===== src/rtl/regfile_writeback_arbiter.sv =====
// Register-file write-port arbiter.
// ALU results write directly and have priority. Multdiv results are queued in a
// small FIFO and drain on cycles the ALU does not use the port. A starvation
// guard drops alu_ready for one cycle so that the FIFO cannot be locked out.
// Lookups on chk_regA/chk_regB report registers with a write still in flight,
// so issue logic can stall on RAW hazards.
module regfile_writeback_arbiter #(
  parameter int DEPTH        = 4,
  parameter int STARVE_LIMIT = 3
) (
  input  logic        clock,
  input  logic        ctrl_reset,
  input  logic        alu_valid,
  output logic        alu_ready,
  input  logic [4:0]  alu_rd,
  input  logic [31:0] alu_data,
  input  logic        md_valid,
  output logic        md_ready,
  input  logic [4:0]  md_rd,
  input  logic [31:0] md_data,
  input  logic [4:0]  chk_regA,
  input  logic [4:0]  chk_regB,
  output logic        chk_pendingA,
  output logic        chk_pendingB,
  output logic        ctrl_writeEnable,
  output logic [4:0]  ctrl_writeReg,
  output logic [31:0] data_writeReg
);
  localparam int AW = $clog2(DEPTH);
  localparam int CW = AW + 1;
  localparam int SW = $clog2(STARVE_LIMIT + 1);

  logic [4:0]    r_rd_mem   [DEPTH];
  logic [31:0]   r_data_mem [DEPTH];
  logic [AW-1:0] r_wptr;
  logic [AW-1:0] r_rptr;
  logic [CW-1:0] r_count;
  logic [SW-1:0] r_starve_cnt;
  logic          r_we;
  logic [4:0]    r_wreg;
  logic [31:0]   r_wdata;

  logic          w_alu_ready;
  logic          w_md_ready;
  logic          w_fifo_ne;
  logic          w_alu_fire;
  logic          w_pop;
  logic          w_push;
  logic [CW-1:0] w_count_nxt;
  logic [SW-1:0] w_starve_nxt;
  logic          w_pend_a;
  logic          w_pend_b;

  // An entry is live when its distance from the read pointer is below the count.
  function automatic logic entry_live(input logic [AW-1:0] idx,
                                      input logic [AW-1:0] rptr,
                                      input logic [CW-1:0] cnt);
    logic [AW-1:0] off;
    off = idx - rptr;
    return ({1'b0, off} < cnt);
  endfunction

  // Handshakes and arbitration, all from registered state so readies are glitch-free.
  always_comb begin
    w_alu_ready = (r_starve_cnt != SW'(STARVE_LIMIT));
    w_md_ready  = (r_count != CW'(DEPTH));
    w_fifo_ne   = (r_count != CW'(0));
    w_alu_fire  = alu_valid & w_alu_ready & (alu_rd != 5'd0);
    w_pop       = ~w_alu_fire & w_fifo_ne;
    w_push      = md_valid & w_md_ready & (md_rd != 5'd0);
  end

  // Next FIFO occupancy and starvation count.
  always_comb begin
    w_count_nxt = r_count;
    case ({w_push, w_pop})
      2'b10:   w_count_nxt = r_count + CW'(1);
      2'b01:   w_count_nxt = r_count - CW'(1);
      default: w_count_nxt = r_count;
    endcase
    w_starve_nxt = r_starve_cnt;
    if (w_pop || !w_fifo_ne) begin
      w_starve_nxt = SW'(0);
    end else if (w_alu_fire) begin
      w_starve_nxt = r_starve_cnt + SW'(1);
    end else begin
      w_starve_nxt = r_starve_cnt;
    end
  end

  // Pending-write lookup over live FIFO entries plus the write currently on the port.
  always_comb begin
    w_pend_a = 1'b0;
    w_pend_b = 1'b0;
    for (int i = 0; i < DEPTH; i++) begin
      w_pend_a = w_pend_a | (entry_live(AW'(i), r_rptr, r_count) & (r_rd_mem[AW'(i)] == chk_regA));
      w_pend_b = w_pend_b | (entry_live(AW'(i), r_rptr, r_count) & (r_rd_mem[AW'(i)] == chk_regB));
    end
    w_pend_a = (w_pend_a | (r_we & (r_wreg == chk_regA))) & (chk_regA != 5'd0);
    w_pend_b = (w_pend_b | (r_we & (r_wreg == chk_regB))) & (chk_regB != 5'd0);
  end

  // FIFO storage; contents need no reset because liveness comes from the count.
  always_ff @(posedge clock) begin
    if (w_push) begin
      r_rd_mem[r_wptr]   <= md_rd;
      r_data_mem[r_wptr] <= md_data;
    end
  end

  // FIFO pointers, occupancy and starvation counter.
  always_ff @(posedge clock or posedge ctrl_reset) begin
    if (ctrl_reset) begin
      r_wptr       <= '0;
      r_rptr       <= '0;
      r_count      <= '0;
      r_starve_cnt <= '0;
    end else begin
      if (w_push) r_wptr <= r_wptr + AW'(1);
      if (w_pop)  r_rptr <= r_rptr + AW'(1);
      r_count      <= w_count_nxt;
      r_starve_cnt <= w_starve_nxt;
    end
  end

  // Registered write port: ALU first, else FIFO head, else idle holding address/data.
  always_ff @(posedge clock or posedge ctrl_reset) begin
    if (ctrl_reset) begin
      r_we    <= 1'b0;
      r_wreg  <= 5'd0;
      r_wdata <= 32'd0;
    end else if (w_alu_fire) begin
      r_we    <= 1'b1;
      r_wreg  <= alu_rd;
      r_wdata <= alu_data;
    end else if (w_pop) begin
      r_we    <= (r_rd_mem[r_rptr] != 5'd0);
      r_wreg  <= r_rd_mem[r_rptr];
      r_wdata <= r_data_mem[r_rptr];
    end else begin
      r_we    <= 1'b0;
    end
  end

  assign alu_ready        = w_alu_ready;
  assign md_ready         = w_md_ready;
  assign chk_pendingA     = w_pend_a;
  assign chk_pendingB     = w_pend_b;
  assign ctrl_writeEnable = r_we;
  assign ctrl_writeReg    = r_wreg;
  assign data_writeReg    = r_wdata;

endmodule


===== config.mk =====
export PLATFORM = sky130hd
export DESIGN_NAME = regfile_writeback_arbiter
export DESIGN_NICKNAME = d
export VERILOG_FILES = /design/src/rtl/regfile_writeback_arbiter.sv
export SDC_FILE = /design/constraint.sdc
export NUM_CORES = 1
export LEC_CHECK = 0
export CORE_MARGIN = 5
export CORE_UTILIZATION = 38
export DETAILED_ROUTE_END_ITERATION = 12
export PLACE_DENSITY = 0.63
export SLEW_MARGIN = 40
export SYNTH_ARGS = -nofsm -noshare
export SYNTH_HDL_FRONTEND = slang
export SYNTH_SLANG_ARGS = --single-unit

===== constraint.sdc =====
create_clock -name clock -period 2.8 [get_ports clock]
set_input_delay 0.56 -clock clock [delete_from_list [all_inputs] [get_ports clock]]
set_output_delay 0.56 -clock clock [all_outputs]
set_load 0.03 [all_outputs]

# Word level (Yosys, flattened, before mapping)
# Memory sizes are Yosys's and may differ from the RTL's.
# Index checks and enable logic that the tools add are counted.
# classes
eq_ne	14
n_reduce_logical	11
n_bitwise	26
add_sub_neg	9
order_cmp	4
mux	11
# ops
op	n
2-to-1 mux 32 bit	2
== test 5 bit	10
nonzero test 5 bit	5
AND 1 bit	17
< comparator 2 x 3 -> 1 bit	4
2-to-1 mux 5 bit	2
bitwise OR 1 bit	8
adder 2 x 1 -> 2 bit (second input constant)	3
one-hot mux 3 bit (2 select lines)	1
nonzero test 2 bit	3
2-to-1 mux 1 bit	4
2-to-1 mux 2 bit	2
subtractor 1 x 2 -> 2 bit (first input constant)	2
subtractor 2 bit (first input constant)	2
adder 3 x 1 -> 3 bit (second input constant)	1
inequality test 3 bit (second input constant)	1
nonzero test 3 bit	1
subtractor 3 x 1 -> 3 bit (second input constant)	1
== test 2 x 1 -> 1 bit (second input constant)	1
== test 2 bit (second input constant)	1
inequality test 2 bit (second input constant)	1
zero test 1 bit	1
logical OR 1 bit	1
NOT 1 bit	1
# word_totals
regBits	47
wordCells	84
in_bits	88
output_inout_bits	42
ramBits	148
memories	2
# memory_table
name	depth	word_bits	read_ports	rd_ports_with_merged_regs	write_ports	line_no	rtl
r_data_mem	4	32	1	0	1	34	logic [31:0] r_data_mem [DEPTH];
r_rd_mem	4	5	5	0	1	33	logic [4:0] r_rd_mem [DEPTH];

# Logic depth before layout (Yosys ltp)
# Gate-level depths: netlist of run 1.
# depth
depth_word	8
depth_mapped	11
depth_no_buf	11

# Worst setup path before layout of run 1
# No wires, ideal clock.
# synth_path
path_type	register -> output
from	register r_rptr[1]
to	output port chk_pendingA
required_ps	2240
setup_slack_ps	57
arrival_ps	2183
n_path_buf	2
path_stages_with_launch	10
cell_sequence	dfrtp_1 > buf_2 > buf_1 > xnor2_1 > inv_1 > ha_1 > a21oi_1 > o2111ai_1 > nor3_1 > o22a_1
# synth_between
elab_chain_len	8
elab_cells_between_ends	17
cone_classes	add/sub: 4; order compare: 4; bitwise: 9
# synth_lines
item	line_no	rtl
from (decl)	36	logic [AW-1:0] r_rptr;
from (signal assigned)	120	if (w_pop) r_rptr <= r_rptr + AW'(1);
subtractor 1 x 2 -> 2 bit	59	off = idx - rptr;
< comparator 2 x 3 -> 1 bit	60	return ({1'b0, off} < cnt);
AND 1 bit	96	w_pend_a = w_pend_a | (entry_live(AW'(i), r_rptr, r_count) & (r_rd_mem[AW'(i)] == chk_regA));
bitwise OR 1 bit (2 in a row)	96	
bitwise OR 1 bit (*)	96	
bitwise OR 1 bit (*)	99	w_pend_a = (w_pend_a | (r_we & (r_wreg == chk_regA))) & (chk_regA != 5'd0);
AND 1 bit (*)	99	
to (decl)	23	output logic chk_pendingA,
# Every way passes the cells marked *; elsewhere a longest branch is shown, timed or not.

# Worst setup path in the final report of run 1
# layout_path
from	register r_rptr[0]
to	output port chk_pendingA
# The elaborated chain is that of the path after synthesis.

==> key figures, run 1 <==
Status
  • Run status: complete, no violations

Placed design
  • IO buf count: between 100 and 150
  • DP HPWL: ~13000 um
  • GPL Wtd Cong: 0.873
  • Pre-CTS WS: -156 ps

GRT
  • Antenna violations before repair: 1
  • Number of global-route vias before repair: 5199
  • Tot GR Track Use: about 16%
  • Largest net degree at the start of global routing: 76
  • Total gr overflow: 0
  • First-pass GRT wire length: a little under 30000 um

Worst hold path
  • Hold Path Stages: 1
  • Worst Hold Class: flop to flop
  • Hold Crit Start: r_starve_cnt[0]
  • Hold Path End: r_starve_cnt[0]

Yosys
  • Count leader, synth: edfxtp_1
  • YS warnings: 0
  • Top_reg_cell synth: edfxtp_1
  • Most area-consuming cells after synthesis: edfxtp_1, dfrtp_1, mux4_2
  • Largest family of logic cells by synthesized area: multiplexers
  • Synth cell types: 36
  • Async set-reset flop share out of synthesis: 24.1%
  • Simple-gate share of the synthesized area: under 10%
  • Yosys top cell by area: edfxtp_1
  • Syn_nets: roughly 610
  • Post-synth top area share: a little over half
  • Post-synth EDFFs: ~150
  • Cell count after synthesis: 508
  • Compound-cell area share of the yosys netlist: between 3 and 4%
  • Most common library cells after synthesis: edfxtp_1, dfrtp_1, a21oi_1, nor2_1, mux4_2
  • Synth Area in XOR/XNOR: roughly 6.0%
  • Portion of netlist area occupied by mux cells: 14.7%
  • Post-Syn Area per Cell: roughly 16 um^2
  • Seq/Total Area, Yosys: ~67%
  • Synth Register Bits: between 150 and 200
  • Cell Area, Synth: about 8300 um^2
  • Adder-cell area share of the yosys netlist: roughly 1.7%

Clock network
  • Max Root-Sink Buffers: 2
  • CTS clk-pin slew, worst paths: approximately 70 ps
  • CTS H-tree lvls: 4
  • CTS tree: done
  • CTS Buf Count: 17
  • Worst skew pair latency: approximately 430 ps
  • Hold-fix buffers at CTS: 0
  • Root Buffer: clkbuf_16
  • CTS Sinks: 195

Final layout
  • Layout cells sized above 1: 18.2%
  • Nets: 752
  • Antenna cells: 0
  • Area Overhead vs Synth: 30.9%
  • Fill cell count: approximately 1800

Worst setup path
  • Kind of end point of the critical path: output port
  • Number of cells on the worst reg-to-reg path: 5
  • WS Path Type: flop to output port
  • CP Data Required Time: approximately 2200 ps
  • Crit path max-delay family: flip-flops
  • Worst r2r src: r_rptr[0]
  • Slowest CP cell: dfrtp_4
  • Largest fanout on the critical path: 2
  • Setup crit start kind: flop
  • Reg-to-reg endpoint: data_writeReg[22]
  • Max incr delay on CP: between 500 and 600 ps
  • CP arrival: 2220 ps
  • Critical path depth in cells: 8
  • CP cell instances: xnor2_4 > inv_2 > ha_4 > a21oi_4 > o2111ai_2 > nor3_2 > o22a_1 > buf_6
  • Flop-to-flop setup slack: approximately 600 ps
  • WP buf/inv: 2

Timing
  • Skew final: around 15 ps
  • Fmax: between 0.3 and 0.4 GHz
  • Final Cycle Share: 99.3%
  • Final WS setup: slightly above 20 ps
  • Slew of the pin with the lowest slew margin: 507 ps
  • RSZ-0062 raised after global routing: yes
  • Crit path time final: approximately 2800 ps
  • Fin. Hold Viols: 0
  • # setup viols final: 0
  • Slew Viols, Final: 0
  • Slew margin rel.: 66.2%
  • WHS: between 400 and 500 ps

Floorplan
  • Die ar.: ~25000 um^2
  • Ports: 130
  • Die W: 158 um
  • Row cnt: between 50 and 60
  • Die Y: 158 um
  • Effective utilization at floorplan: 38.4%
  • Core ar.: between 20000 and 25000 um^2

Drt
  • Routed length per placed instance: around 20 um
  • WL final: ~19000 um
  • 1st-iter DRT viols: between 200 and 250
  • Vias per inst: slightly above 5
  • First-pass DRT Iterations: 4
  • Via Count: 4782
  • Detail Route Antenna Nets: 0
  • # DRC: 0

Pwr
  • VDD IR-drop max: between 0.0004 and 0.0005 V
  • Static Leak: approximately 0.0038 uW
  • Power per cell area: roughly 1000 nW/um^2

Run
  • Max Cap Viol: 0
[cells by family (layout without fill, tap and decap cells)]
family,after synthesis,count (layout)
xor+xnor,57,57
compound gates,51,51
simple gates,76,76
fa+ha+maj,11,11
mux,76,76
flops,195,195
buf+inv,42,200
[registers in the layout, indices dropped and copies added, names as in the netlist]
register / cells
ctrl_writeEnable: 1
ctrl_writeReg: 5
data_writeReg: 32
r_count: 3
r_data_mem: 128
r_rd_mem: 20
r_rptr: 2
r_starve_cnt: 2
r_wptr: 2
[layout make-up]
class,count,area (um^2),area share (%)
clock buffers,20,447,4.09
repair buffers,157,1600,14.6
well taps,280,350,3.21
inverters,11,46.3,0.424
flip-flops and latches,195,5630,51.5
multi-input cells,271,2650,24.3
clock inverters,12,201,1.84
[stage by stage]
stage / cells / utilization [%] / instance area, um^2 / setup TNS (ps) / total power, uW
global placement: 911 / 46.5 / 10100 / -129 / 8410
detailed placement: 911 / 46.5 / 10100 / -174 / 8530
floorplan: 508 / - / 8350 / 0 / 6950
CTS: 943 / 49.8 / 10800 / -22.4 / 11400
finish: 946 / 50.2 / 10900 / 0 / 11300
global route: 946 / 50.2 / 10900 / -113 / 11900
[metal layers]
layer,up-vias,global-route usage [%],wire [um]
met2,127,26.0,9520
li1,2212,-,-
met1,2424,20.5,8200
met4,2,4.22,166
met5,-,0,7
met3,17,3.91,1050
[repair_timing]
action	4_1_cts	5_1_grt
setup endpoints to repair	2	2
cloned	0	0
gates resized for setup	16	8
pin swaps	7	7
setup buffers	0	2
[power breakdown]
group          switching (uW)  internal (uW)
Combinational            2300           2060
Sequential                401           3900
Clock                    1040           1610
[cell usage in the layout, fill, tap and decap left out, types with 8 or more instances in the layout]
cell	n
nand4_1	8
inv_1	8
buf_4	20
clkdlybuf4s50_1	126
dfrtp_1	44
a21oi_1	37
edfxtp_1	148
nor2_1	38
xor2_1	32
nor3_1	8
clkbuf_16	17
mux2i_1	36
xnor2_1	24
mux4_2	37
ha_1	8
[how the worst max path moves through the flow]
stage / start / to / slack (ps)
6_report: r_rptr[0] / chk_pendingA / 20
3_5_place_dp: alu_rd[2] / r_count[2] / -160
5_1_grt: r_rptr[0] / chk_pendingA / -70
4_1_cts: r_rptr[0] / chk_pendingB / -20
2_1_floorplan: r_rptr[1] / chk_pendingA / 60
3_3_place_gp: alu_rd[2] / r_count[2] / -130
[worst reg2reg max path, cell delays in order, from the launching register on]
cell and delay [ps]:
dfrtp_4 450, buf_6 300, buf_4 490, mux4_2 620, mux2i_1 140, a21oi_1 80
Note: power is estimated with default switching activity, not from simulation.
==> run 2, diff against run 1 <==
--- a/config.mk
+++ b/config.mk
@@ -5,6 +5,7 @@
 export SDC_FILE = /design/constraint.sdc
 export NUM_CORES = 1
 export LEC_CHECK = 0
+export ABC_CLOCK_PERIOD_IN_PS = 3550
 export CORE_MARGIN = 5
 export CORE_UTILIZATION = 38
 export DETAILED_ROUTE_END_ITERATION = 12
==> constraint.sdc (replaced) <==
create_clock -name clock -period 3.55 [get_ports clock]
set_input_delay 0.71 -clock clock [delete_from_list [all_inputs] [get_ports clock]]
set_output_delay 0.71 -clock clock [all_outputs]
set_load 0.03 [all_outputs]
==> key figures, run 2 (same netlist as run 1, synthesis figures left out) <==
Status
  • Run status: complete, no violations (unchanged)

Final layout
  • Layout cells sized above 1: 15.1% (was 18.2%)
  • Antenna cells: 0 (unchanged)
  • Fill cell count: 1872 (was 1827)
  • Max reg flops: 128 (unchanged)
  • Post-route core utilization: 48.9% (was 50.2%)
  • Nets: 742 (was 752)
  • Top reg by flops: r_data_mem (unchanged)
  • Most frequent cells in the layout: edfxtp_1, clkdlybuf4s50_1, dfrtp_1 (unchanged)
  • Area Overhead vs Synth: 27.4% (was 30.9%)
  • Commonest non-fill, non-tap cell in the layout: edfxtp_1 (unchanged)

Worst setup path
  • Setup crit start kind: flop (unchanged)
  • WP buf/inv: 2 (unchanged)
  • CP arrival: 2700 ps (was 2220 ps)
  • CP Data Required Time: 2840 ps (was 2240 ps)
  • Max incr delay on CP: 490 ps (was 510 ps)
  • Number of cells on the worst reg-to-reg path: 9 (was 5)
  • Worst r2r src: r_count[0] (was r_rptr[0])
  • Reg-to-reg endpoint: r_count[1] (was data_writeReg[22])
  • CP cell instances: xnor2_1 > inv_1 > ha_1 > a21oi_1 > o2111ai_1 > nor3_1 > o22a_1 > clkdlybuf4s15_1 (was xnor2_4 > inv_2 > ha_4 > a21oi_4 > o2111ai_2 > nor3_2 > o22a_1 > buf_6)
  • Largest fanout on the critical path: 2 (unchanged)
  • Flop-to-flop setup slack: 1150 ps (was 590 ps)
  • Slowest CP cell: dfrtp_4 (unchanged)
  • WS Path Type: flop to output port (unchanged)
  • Crit path max-delay family: compound AO/OA/AOI/OAI gates (was flip-flops)
  • Kind of end point of the critical path: output port (unchanged)

Run
  • Max Cap Viol: 0 (unchanged)

Drt
  • Via Count: 4777 (was 4782)
  • WL final: 18800 um (was 18900 um)
  • Routed length per placed instance: 20.1 um (was 20.0 um)
  • # DRC: 0 (unchanged)
  • First-pass DRT Iterations: 4 (unchanged)
  • 1st-iter DRT viols: 246 (was 217)
  • Vias per inst: 5.10 (was 5.05)
  • Detail Route Antenna Nets: 0 (unchanged)

Placed design
  • DP HPWL: 13000 um (was 12700 um)
  • IO buf count: 129 (unchanged)
  • Pre-CTS WS: -10.8 ps (was -156 ps)
  • GPL Wtd Cong: 0.875 (was 0.873)

GRT
  • Number of global-route vias before repair: 4972 (was 5199)
  • Total gr overflow: 0 (unchanged)
  • Largest net degree at the start of global routing: 76 (unchanged)
  • First-pass GRT wire length: 28800 um (was 29300 um)
  • Tot GR Track Use: 15.3% (was 15.6%)
  • Antenna violations before repair: 1 (unchanged)

Clock network
  • Root Buffer: clkbuf_16 (unchanged)
  • Max Root-Sink Buffers: 2 (unchanged)
  • Worst skew pair latency: 420 ps (was 430 ps)
  • CTS Sinks: 195 (unchanged)
  • Post-CTS Setup Bufs: 0 (unchanged)
  • CTS tree: done (unchanged)
  • CTS H-tree lvls: 4 (unchanged)
  • CTS clk-pin slew, worst paths: 70 ps (about the same)
  • CTS Buf Count: 17 (unchanged)

Timing
  • # setup viols final: 0 (unchanged)
  • Fmax: about 0.29 GHz
  • Crit path time final: approximately 3400 ps
  • Slew of the pin with the lowest slew margin: 794 ps (was 507 ps)
  • Final WS setup: 138 ps (was 20.3 ps)
  • RSZ-0062 raised after global routing: no (was yes)
  • Skew final: 7.68 ps (was 15.2 ps)
  • Fin. Hold Viols: 0 (unchanged)
  • Slew margin rel.: 47.1% (was 66.2%)
  • Final Cycle Share: between 90% and 100%
  • Slew Viols, Final: 0 (unchanged)

Worst hold path
  • Hold Path Stages: 1 (unchanged)
  • Hold Crit Start: r_starve_cnt[0] (unchanged)
  • Worst Hold Class: flop to flop (unchanged)
  • Hold Path End: r_starve_cnt[0] (unchanged)

Floorplan
  • Die ar.: 25000 um^2 (unchanged)
  • Effective utilization at floorplan: 38.4% (unchanged)
  • Row cnt: 54 (unchanged)
  • Die W: 158 um (unchanged)
  • Die Y: 158 um (unchanged)
  • Ports: 130 (unchanged)
  • Core ar.: 21800 um^2 (unchanged)

Pwr
  • Power per cell area: 796 nW/um^2 (was 1040 nW/um^2)
  • VDD IR-drop max: 0.000361 V (was 0.000492 V)
  • Static Leak: 0.00369 uW (was 0.00378 uW)
## run 2: power breakdown
| part | internal (uW) | total (uW) | switching [uW] | leakage [uW] |
|---|---|---|---|---|
| registers | 3070 | 3400 | 322 | 0.00189 |
| clock network | 1030 | 1870 | 838 | 0.000299 |
| logic | 1480 | 3190 | 1710 | 0.00150 |
## run 2: through the flow
step	power, uW	instance area (um^2)	hold WS (ps)	setup TNS, ps	instances
6_report	8460	10600	471	0	936
4_1_cts	8590	10600	483	0	936
2_1_floorplan	5480	8350	419	0	508
5_1_grt	8930	10600	494	0	936
3_5_place_dp	6700	10000	473	-10.8	904
3_3_place_gp	6640	10000	428	-3.21	904
## run 2: timing repair
action,in CTS,in global routing
hold buffers,0,0
setup endpoints to repair,2,1
gates resized for setup,3,1
## run 2: how the worst max path moves through the flow
stage                     cells past startpoint            to         from  slack (ps)
after global placement                        7  chk_pendingB  chk_regB[4]          -3
after CTS                                     8  chk_pendingA    r_rptr[0]         130
final                                         8  chk_pendingA    r_rptr[0]         140
after global routing                          8  chk_pendingA    r_rptr[0]          20
after detailed placement                      7  chk_pendingB  chk_regB[4]         -10
after floorplan                               9  chk_pendingA    r_rptr[1]         660
## run 2: cell type report
cell class	instances	area (um^2)	area share, %
timing repair buffer	147	1480	13.9
sequential	195	5630	52.9
clock inverter	12	87.6	0.824
inverter	11	41.3	0.388
multi-input combinational	271	2550	24.0
clock buffer	20	500	4.71
tap	280	350	3.30
## run 2: metal layers
layer	share of wire (%)	global-route usage, %	routed length (um)
met5	0.037	0	7
met4	1.2	3.94	227
met3	6.0	3.80	1140
met2	51	25.6	9500
met1	42	20.2	7930
